==> src/rtl/double_buffer_reader.sv <==
// Port-B read sequencer for the Double_Buffer frame store: walks every address after a swap,
// waits out the RAM read latency, then streams each bank's word as valid/ready beats.
module double_buffer_reader #(
    parameter int ADDRESS_DEPTH = 8,
    parameter int BANK_COUNT    = 1,
    parameter int BANDWIDTH     = 8,
    parameter int READ_LATENCY  = 2,
    localparam int ADDR_W       = (ADDRESS_DEPTH > 1) ? $clog2(ADDRESS_DEPTH) : 1
) (
    input  logic                            clkb,
    input  logic                            rst_n,
    input  logic                            data_valid,
    input  logic                            frame_start,
    output logic [ADDR_W-1:0]               adb,
    output logic                            clk_data_out,
    input  logic [BANDWIDTH*BANK_COUNT-1:0] dout_flat,
    output logic [BANDWIDTH-1:0]            m_data,
    output logic                            m_valid,
    input  logic                            m_ready,
    output logic                            m_last,
    output logic                            busy,
    output logic                            frame_done,
    output logic                            abort
);

    localparam int BANK_W  = (BANK_COUNT > 1) ? $clog2(BANK_COUNT) : 1;
    localparam int LAT_W   = (READ_LATENCY > 1) ? $clog2(READ_LATENCY) : 1;
    localparam int SLICE_N = 1 << BANK_W;

    localparam logic [ADDR_W-1:0] LAST_ADDR = ADDR_W'(ADDRESS_DEPTH - 1);
    localparam logic [BANK_W-1:0] LAST_BANK = BANK_W'(BANK_COUNT - 1);
    localparam logic [LAT_W-1:0]  LAST_LAT  = LAT_W'(READ_LATENCY - 1);

    typedef enum logic [2:0] {
        IDLE,
        READ,
        WAIT,
        SEND,
        DONE
    } state_t;

    state_t                          state_q;
    logic [ADDR_W-1:0]               addr_q;
    logic [BANK_W-1:0]               bank_q;
    logic [LAT_W-1:0]                lat_q;
    logic [BANDWIDTH*BANK_COUNT-1:0] hold_q;
    logic [ADDR_W-1:0]               adb_q;
    logic                            clk_data_out_q;
    logic [BANDWIDTH-1:0]            m_data_q;
    logic                            m_valid_q;
    logic                            m_last_q;
    logic                            busy_q;
    logic                            frame_done_q;
    logic                            abort_q;

    logic [BANDWIDTH-1:0]            bank_slice [SLICE_N];
    logic [BANK_W-1:0]               next_bank;
    logic [ADDR_W-1:0]               next_addr;

    // Slice table padded to a power of two so a dynamic bank index never leaves the array.
    generate
        for (genvar gi = 0; gi < SLICE_N; gi++) begin : g_slice
            if (gi < BANK_COUNT) begin : g_real
                assign bank_slice[gi] = hold_q[gi*BANDWIDTH +: BANDWIDTH];
            end else begin : g_pad
                assign bank_slice[gi] = '0;
            end
        end
    endgenerate

    assign next_bank = bank_q + 1'b1;
    assign next_addr = addr_q + 1'b1;

    always_ff @(posedge clkb or negedge rst_n) begin
        if (!rst_n) begin
            state_q        <= IDLE;
            addr_q         <= '0;
            bank_q         <= '0;
            lat_q          <= '0;
            hold_q         <= '0;
            adb_q          <= '0;
            clk_data_out_q <= 1'b0;
            m_data_q       <= '0;
            m_valid_q      <= 1'b0;
            m_last_q       <= 1'b0;
            busy_q         <= 1'b0;
            frame_done_q   <= 1'b0;
            abort_q        <= 1'b0;
        end else begin
            frame_done_q <= 1'b0;
            abort_q      <= 1'b0;
            case (state_q)
                IDLE: begin
                    if (frame_start && data_valid) begin
                        state_q        <= READ;
                        addr_q         <= '0;
                        adb_q          <= '0;
                        clk_data_out_q <= 1'b1;
                        busy_q         <= 1'b1;
                    end
                end
                READ, WAIT, SEND: begin
                    // Losing the frame mid-read abandons it; a beat accepted on this edge still counts.
                    if (!data_valid) begin
                        state_q        <= IDLE;
                        abort_q        <= 1'b1;
                        clk_data_out_q <= 1'b0;
                        m_valid_q      <= 1'b0;
                        m_last_q       <= 1'b0;
                        busy_q         <= 1'b0;
                    end else if (state_q == READ) begin
                        state_q        <= WAIT;
                        clk_data_out_q <= 1'b0;
                        lat_q          <= '0;
                    end else if (state_q == WAIT) begin
                        if (lat_q == LAST_LAT) begin
                            state_q   <= SEND;
                            hold_q    <= dout_flat;
                            bank_q    <= '0;
                            m_data_q  <= dout_flat[BANDWIDTH-1:0];
                            m_valid_q <= 1'b1;
                            m_last_q  <= (addr_q == LAST_ADDR) && (BANK_COUNT == 1);
                        end else begin
                            lat_q <= lat_q + 1'b1;
                        end
                    end else if (m_ready) begin
                        if (bank_q != LAST_BANK) begin
                            bank_q   <= next_bank;
                            m_data_q <= bank_slice[next_bank];
                            m_last_q <= (addr_q == LAST_ADDR) && (next_bank == LAST_BANK);
                        end else begin
                            m_valid_q <= 1'b0;
                            m_last_q  <= 1'b0;
                            if (addr_q != LAST_ADDR) begin
                                state_q        <= READ;
                                addr_q         <= next_addr;
                                adb_q          <= next_addr;
                                clk_data_out_q <= 1'b1;
                            end else begin
                                state_q      <= DONE;
                                frame_done_q <= 1'b1;
                            end
                        end
                    end
                end
                DONE: begin
                    state_q <= IDLE;
                    busy_q  <= 1'b0;
                end
                default: begin
                    state_q <= IDLE;
                end
            endcase
        end
    end

    assign adb          = adb_q;
    assign clk_data_out = clk_data_out_q;
    assign m_data       = m_data_q;
    assign m_valid      = m_valid_q;
    assign m_last       = m_last_q;
    assign busy         = busy_q;
    assign frame_done   = frame_done_q;
    assign abort        = abort_q;

endmodule

==> config.mk <==
export PLATFORM = sky130hd
export DESIGN_NAME = double_buffer_reader
export DESIGN_NICKNAME = d
export VERILOG_FILES = /design/src/rtl/double_buffer_reader.sv
export SDC_FILE = /design/constraint.sdc
export NUM_CORES = 1
export LEC_CHECK = 0
export ABC_AREA = 1
export CAP_MARGIN = 20
export CORE_ASPECT_RATIO = 1.5
export CORE_MARGIN = 1
export CORE_UTILIZATION = 46
export CTS_CLUSTER_SIZE = 12
export DETAILED_ROUTE_END_ITERATION = 16
export PLACE_DENSITY = 0.78
export SYNTH_ARGS = -nofsm -noshare
export SYNTH_HDL_FRONTEND = slang
export SYNTH_SLANG_ARGS = --single-unit
==> constraint.sdc <==
create_clock -name clkb -period 1.5 [get_ports clkb]
set_clock_uncertainty 0.05 [all_clocks]
set_input_delay 0.3 -clock clkb [delete_from_list [all_inputs] [get_ports clkb]]
set_output_delay 0.3 -clock clkb [all_outputs]
set_load 0.005 [all_outputs]
======== Word-level counts from Yosys, hierarchy flattened ========
Index checks and enable logic that the tools add are counted.
word-level totals
  word-level logic and storage cells ...... 126
  bits of input ports ..................... 13
  bits in registers ....................... 30
  output and inout port bits .............. 17
operators by class
  add/sub/neg operators ................... 3
  reductions and logical operators ........ 19
  muxes and demuxes ....................... 62
  equality and inequality tests ........... 26
  order comparisons ....................... 1
  bitwise logic cells ..................... 3
operator list
  operator               count
  $mux W8                7
  $mux W3                15
  $mux W1                36
  $ne A2 B2 Y1 const B   10
  $ne A4 B4 Y1 const B   4
  $ne A5 B5 Y1 const B   3
  $reduce_and A5 Y1      3
  $pmux W3 S2            2
  $reduce_and A6 Y1      2
  $reduce_and A4 Y1      2
  $reduce_and A8 Y1      1
  $reduce_bool A2 Y1     4
  $eq A3 B2 Y1 const B   2
  $eq A3 B3 Y1 const B   2
  $ne A3 B3 Y1 const B   2
  $reduce_and A3 Y1      2
  $add A3 B1 Y3 const B  1
  $eq A3 B1 Y1 const B   1
  $logic_not A3 Y1       1
  $ne A3 B1 Y1 const B   1
  $ne A3 B2 Y1 const B   1
  $pmux W1 S3            1
  $reduce_bool A3 Y1     1
  $reduce_or A3 Y1       1
  other kinds (6)        9

======== Depth between registers and ports, before layout ========
Gate-level depths: netlist (run 1).
  word-level depth ........................ 8
  depth in mapped cells ................... 9

======== Worst setup path after synthesis (run 1) ========
No wires, ideal clock.
  path kind ............................... register to register
  start point ............................. reg adb[0] (netlist name)
  end point ............................... reg adb_q[0] (netlist: adb[0])
  arrival ................................. 1.238 ns
  period minus slack after synthesis ...... 1.404 ns
  buffers on the path ..................... 0
  data required time ...................... 1.333 ns
  setup slack ............................. 0.096 ns
  stages on the path, launching flop included .. 9
  cell sequence ........................... dfrtp_1 > ha_1 > ha_1 > nand2_2 > nand2_1 > nor2_4 > nand2_2 > nand2_1 > nand2_1
RTL lines
  item                  RTL line  source
  end signal, assigned  137       adb_q <= next_addr;
  end, declared         47        logic [ADDR_W-1:0] adb_q;

======== Worst setup path after layout (run 1) ========
  start point ............................. reg adb_q[1] (netlist: adb[1])
  end point ............................... out adb[1]
RTL lines
  item           RTL line  source
  end, declared  14        output logic [ADDR_W-1:0] adb,
No word-level cell between the ends.

==> impl_metrics.ini, run 1 <==
[power_and_ir_drop]
comb_power_share_pct = 51.2
power.sequential.fraction_pct = 37.8
net_switching_fraction_of_the_power_pct = 40.63
power_switching_uw = 994.8
clockPowerShare_pct = 11.1
ir_worst_vdd_uv = 936.8
internal_power_uw = 1454
power.leakage_uw = 0.0008544
powerDensity_nw_per_um2 = 1675

[sta]
fin_crit_ns = 1.454
setup-violations-final = 0
timing.slew.headroom_pct = 82.20
worst-slew-pin-transition_ns = 0.2670
fmax_mhz = 687.9
timing_hold_violations_final = 0
hold_slack_ns = 0.2772
totalNegativeSetupSlack_ns = 0
timing.final.max_slew_violations = 0
final.period_utilization_pct = 96.91

[layout]
mostFrequentLayoutCells = 53 x sky130_fd_sc_hd__nand2_1, 21 x sky130_fd_sc_hd__dfrtp_1, 18 x sky130_fd_sc_hd__nor2_1, 16 x sky130_fd_sc_hd__dlygate4sd2_1
final_common_cell = sky130_fd_sc_hd__nand2_1
area_growth_pct = 39.55
final_core_util_pct = 70.36
fillers = 169
nets = 192
multi_input_comb_area_sq_um = 476.7
drive_gt1_share_pct = 17.05
sequential_cell_area_sq_um = 525.5
antennaDiodeCount = 0

[clock_network]
clock-sinks = 21
clockBufferDepth = 2
clk_root_buffer_cell = sky130_fd_sc_hd__clkbuf_4
path_clk_slew_ns = 0.12
tritoncts_buffer_count = 3
tritoncts = built
worst_skew_pair.late_latency_ns = 0.30
cts_max_level = 1
holdBufCountCts = 0

[floorplanning]
die_h_um = 60.44
number_of_top_level_design_ports = 30
floorplan.rows = 20
core_area_sq_um = 2077
floorplan.initialDensity_pct = 50.42
fp.dieArea_sq_um = 2475
die_width_um = 40.96

[drt]
routed_wl_um = 2431
wire_per_inst_um = 12.28
post-route-drc-count = 0
starting_drc_count_in_detailed_routing = 32
via_count = 990
drt-vias-per-instance = 5.000
ant_nets = 0
drt-pass1-iter-count = 4

[placement]
routability_congestion_estimate = 0.8239
dpl.hpwl_um = 1827
portBuffers = 29

[logic_synthesis]
yosys.cell_types.count = 18
seq_area_frac_synth_pct = 50.18
ys.warnings.count = 0
synth.ff_latch_count = 21
syn_nets = 148
syn-mean-instance-area_sq_um = 7.874
netlist_area_sq_um = 1047
syn_inst = 133

[global_route]
first_pass_grt_wire_length_um = 3712
maximum_number_of_pins_on_one_net_before_global_route_repair = 22
track_usage_pct = 21.61
first_global_vias = 918
antenna_violations_before_repair = 0
gr-total-overflow = 0

[setup_path]
timing.critical_path.to_type = output pin
timing.critical_path.arrival_ns = 1.10
critical_path_cell_by_cell = buf_4 > dlygate4sd2_1
crit_path_max_fanout = 2
worst_path_largest_cell_delay_ns = 0.41
critical_path_required_ns = 1.15
critical_path.startpoint_type = flop
critPathKind = flop to output pin
critPathSlowestCell = sky130_fd_sc_hd__dfrtp_1

[run]
cap_viol_max_count = 0

[status]
outcome = finished, final reports clean

[worst_hold_path]
holdCritPathClass = input port to async pin
[worst paths after layout]
path | startpoint | slack (ns) | depth (start not counted) | endpoint
min reg2reg | m_data[1] | 0.43 | 2 | m_data[1]
max reg2reg | adb[0] | 0.07 | 8 | adb[2]
min in group clkb | m_data[1] | 0.43 | 2 | m_data[1]
min | rst_n | 0.28 | 2 | abort
max in group asynchronous | rst_n | 0.90 | 2 | state_q[0]
max | adb[1] | 0.05 | 2 | adb[1]
[through the flow]
stage / setup WS (ns) / area (sq um) / total power [uW] / std cells
final: 0.04628 / 1461 / 2448 / 198
after global routing: -0.02004 / 1461 / 2661 / 198
after CTS: 0.005779 / 1441 / 2438 / 197
after detailed placement: -0.3104 / 1413 / 2230 / 190
after global placement: -0.2248 / 1413 / 2193 / 190
after floorplan: 0.09556 / 1047 / 1628 / 133
[cell type report]
type	instances	share of cell area (%)
flip-flops and latches	21	35.96
multi-input cells	99	32.62
repair buffers	40	24.49
inverters	12	3.253
well taps	22	1.884
clock buffers	4	1.798
[sequential cells by signal, summed over array words and instances (netlist names)]
register	count
abort	1
adb	3
busy	1
clk_data_out	1
frame_done	1
lat_q	1
m_data	8
m_last	1
m_valid	1
state_q	3
[power by group through the flow]
stage	Sequential (uW)	Clock, uW	Combinational [uW]
after global routing	946	299	1420
after floorplan	946	0	681
after CTS	921	276	1240
final	925	271	1250
after global placement	935	0	1260
after detailed placement	939	0	1290
[cells by family after synthesis]
group | share of synthesized area (%)
and+or+nand+nor | 38.11
DFF | 50.18
AOI/OAI and AO/OA | 4.301
adders and majority gates | 2.389
buffers and inverters | 5.018
[worst max-delay path, delay by kind of cell (launching register included)]
kind / cells / cell delay (ns)
flip-flops: 1 / 0.41
buffers and inverters: 2 / 0.39
[per-layer routing]
layer,wire length (um),up-vias,GRT usage (%)
met1,1028,457,23.98
met4,39,0,9.524
met3,90,6,3.297
li1,-,500,-
met5,0,-,0
met2,1273,27,38.17
[what timing repair did]
action                                  CTS  global route
resized for setup                        16             5
endpoints found under the setup margin   19             6
pin swaps                                 1             2
buffers inserted                          3             1
[Yosys cell counts (all sizes together)]
library cell / number / area [sq um]
a21boi: 1 / 7.510
a21oi: 3 / 15.01
a22oi: 1 / 7.510
buf: 1 / 5.000
dfrtp: 21 / 525.5
ha: 2 / 25.02
inv: 12 / 47.55
nand2: 59 / 234.0
nand3: 7 / 40.04
nor2: 21 / 110.1
nor3b: 2 / 15.01
o21ai: 3 / 15.01
Power figures use the tool's default switching activity.
==> run 2: changes to the inputs <==
CTS_BUF_LIST = sky130_fd_sc_hd__clkbuf_16   (was unset)
SETUP_SLACK_MARGIN = 0.15   (was unset)
==> run 2 against run 1 <==
  * Routed wire length grew 12%
  * Setup slack better by 0.036 ns
  * Sequential power up 2.5%
  * Worst hold slack better by 0.054 ns
  * Fmax rose by 2.5%
  * Non-clock buffer count up 5
  * Critical endpoint is now adb[1]
==> impl_metrics.ini, run 2 (synthesized netlist as in run 1, its figures left out) <==
[status]
outcome = finished, final reports clean

[placement]
dpl.hpwl_um = 1853
portBuffers = 29
pre_cts_ws_ns = -0.2309
routability_congestion_estimate = 0.7767

[power_and_ir_drop]
p_total_uw = 2963
internal_power_uw = 1811
power.sequential.fraction_pct = 32.0
power_switching_uw = 1152
net_switching_fraction_of_the_power_pct = 38.89
ir_worst_vdd_uv = 1051
power.leakage_uw = 0.0009544
clockPowerShare_pct = 18.7
powerDensity_nw_per_um2 = 1765
comb_power_share_pct = 49.3

[sta]
fmax_mhz = 705.3
totalNegativeSetupSlack_ns = 0
fin_crit_ns = 1.418
timing.final.max_slew_violations = 0
worst_slack_ns = 0.08214
rsz_0062_raised_after_global_routing = yes
worst-slew-pin-transition_ns = 0.3101
hold_slack_ns = 0.3310
timing.slew.headroom_pct = 79.33
final.period_utilization_pct = 94.52
setup-violations-final = 0
timing_hold_violations_final = 0

[setup_path]
reg2regPathDepth = 8
setup.reg_to_reg.worst_slack_ns = 0.08
critPathMostFrequentCell = sky130_fd_sc_hd__nand2_4
cp.buffers_inverters = 0
critical_path_required_ns = 1.59
critical_path_cell_by_cell = ha_2 > ha_4 > nand2_4 > nand2_4 > nor2_4 > nand2_4 > nand2_2 > nand2_2
critPathKind = flop to flop
critPathSlowestCell = sky130_fd_sc_hd__dfrtp_1
r2r_end = adb[1]
timing.critical_path.to_type = flop
crit_path_max_fanout = 4
path_delay_family = simple AND/OR/NAND/NOR gates
critical_path.startpoint_type = flop
timing.rr.start = adb[1]
worst_path_largest_cell_delay_ns = 0.40
timing.critical_path.arrival_ns = 1.51

[floorplanning]
floorplan.initialDensity_pct = 50.42
number_of_top_level_design_ports = 30
die_h_um = 60.44
core_area_sq_um = 2077
floorplan.rows = 20
fp.dieArea_sq_um = 2475
die_width_um = 40.96

[layout]
mostFrequentLayoutCells = 36 x sky130_fd_sc_hd__nand2_1, 18 x sky130_fd_sc_hd__dfrtp_1, 16 x sky130_fd_sc_hd__dlygate4sd2_1, 15 x sky130_fd_sc_hd__nand2_2, 14 x sky130_fd_sc_hd__nor2_1
area_growth_pct = 60.33
antennaDiodeCount = 0
nets = 197
fillers = 138
largest_reg_flops = 8
multi_input_comb_area_sq_um = 584.3
drive_gt1_share_pct = 34.81
final_common_cell = sky130_fd_sc_hd__nand2_1
sequential_cell_area_sq_um = 529.3

[clock_network]
worst_skew_pair.late_latency_ns = 0.25
clockBufferDepth = 2
clock-sinks = 21
holdBufCountCts = 0
clk_root_buffer_cell = sky130_fd_sc_hd__clkbuf_16
tritoncts_buffer_count = 3
path_clk_slew_ns = 0.06
cts_max_level = 1
tritoncts = built

[drt]
drt-pass1-iter-count = 4
wire_per_inst_um = 13.36
drt-vias-per-instance = 5.094
routed_wl_um = 2712
post-route-drc-count = 0
starting_drc_count_in_detailed_routing = 29
via_count = 1034
ant_nets = 0

[global_route]
first_pass_grt_wire_length_um = 4133
track_usage_pct = 24.96
first_global_vias = 1047
gr-total-overflow = 0
antenna_violations_before_repair = 0
maximum_number_of_pins_on_one_net_before_global_route_repair = 22

[worst_hold_path]
holdCritPathClass = input port to async pin

[run]
cap_viol_max_count = 0
run 2: cell count changes in the layout (fill, tap and decap cells not counted), sizes merged:
| cell | before | now |
|---|---|---|
| clkinv | 0 | 1 |
| dlymetal6s2s | 2 | 1 |
| buf | 11 | 16 |
run 2: per-layer routing:
metal | GRT usage [%] | share of wire [%] | vias to the layer above
met5 | 0 | 0 | -
met4 | 17.62 | 3.2 | 0
met3 | 5.128 | 4.4 | 10
met2 | 41.74 | 54 | 39
met1 | 26.02 | 38 | 478
li1 | - | - | 507
run 2: timing repair:
item | in CTS | in global routing
resized for setup | 23 | 36
hold endpoints to repair | 0 | 0
buffers inserted | 7 | 3
setup endpoints to repair | 35 | 22
pin swaps | 7 | 14
run 2: worst register-to-register path, delay by kind of cell, from the launching register on:
kind                     cells  cell delay [ns]
flip-flops                   1             0.40
AND/OR/NAND/NOR              6             0.48
adder cells (fa/ha/maj)      2             0.37
run 2: layout make-up:
class	instances	share of cell area [%]
Clock buffer	3	4.471
Sequential cell	21	31.52
Timing Repair Buffer	45	24.29
Tap cell	22	1.639
Clock inverter	1	0.2981
Multi-Input combinational cell	99	34.80
Inverter	12	2.981
run 2: power by group through the flow:
| stage | Clock, uW | Sequential, uW | Combinational (uW) |
|---|---|---|---|
| 6_report | 555 | 948 | 1460 |
| 5_1_grt | 593 | 974 | 1640 |
| 4_1_cts | 563 | 928 | 1310 |
| 3_5_place_dp | 0 | 949 | 1300 |
| 3_3_place_gp | 0 | 942 | 1250 |
| 2_1_floorplan | 0 | 948 | 691 |
run 2: worst max-delay path by stage:
| stage | from | to | slack [ns] | depth (start not counted) |
|---|---|---|---|---|
| after floorplan | adb[0] | adb[0] | 0.16 | 8 |
| after global placement | data_valid | state_q[0] | -0.18 | 8 |
| after detailed placement | data_valid | state_q[0] | -0.23 | 8 |
| after CTS | adb[2] | adb[2] | 0.04 | 1 |
| after global routing | adb[0] | adb[1] | 0.03 | 8 |
| final | adb[1] | adb[1] | 0.08 | 8 |
run 2: through the flow:
stage | instance area (sq um) | utilization (%) | cells
CTS | 1563 | 75.24 | 200
detailed placement | 1410 | 67.89 | 189
finish | 1679 | 80.84 | 203
global placement | 1410 | 67.89 | 189
global route | 1679 | 80.84 | 203
floorplan | 1052 | - | 133
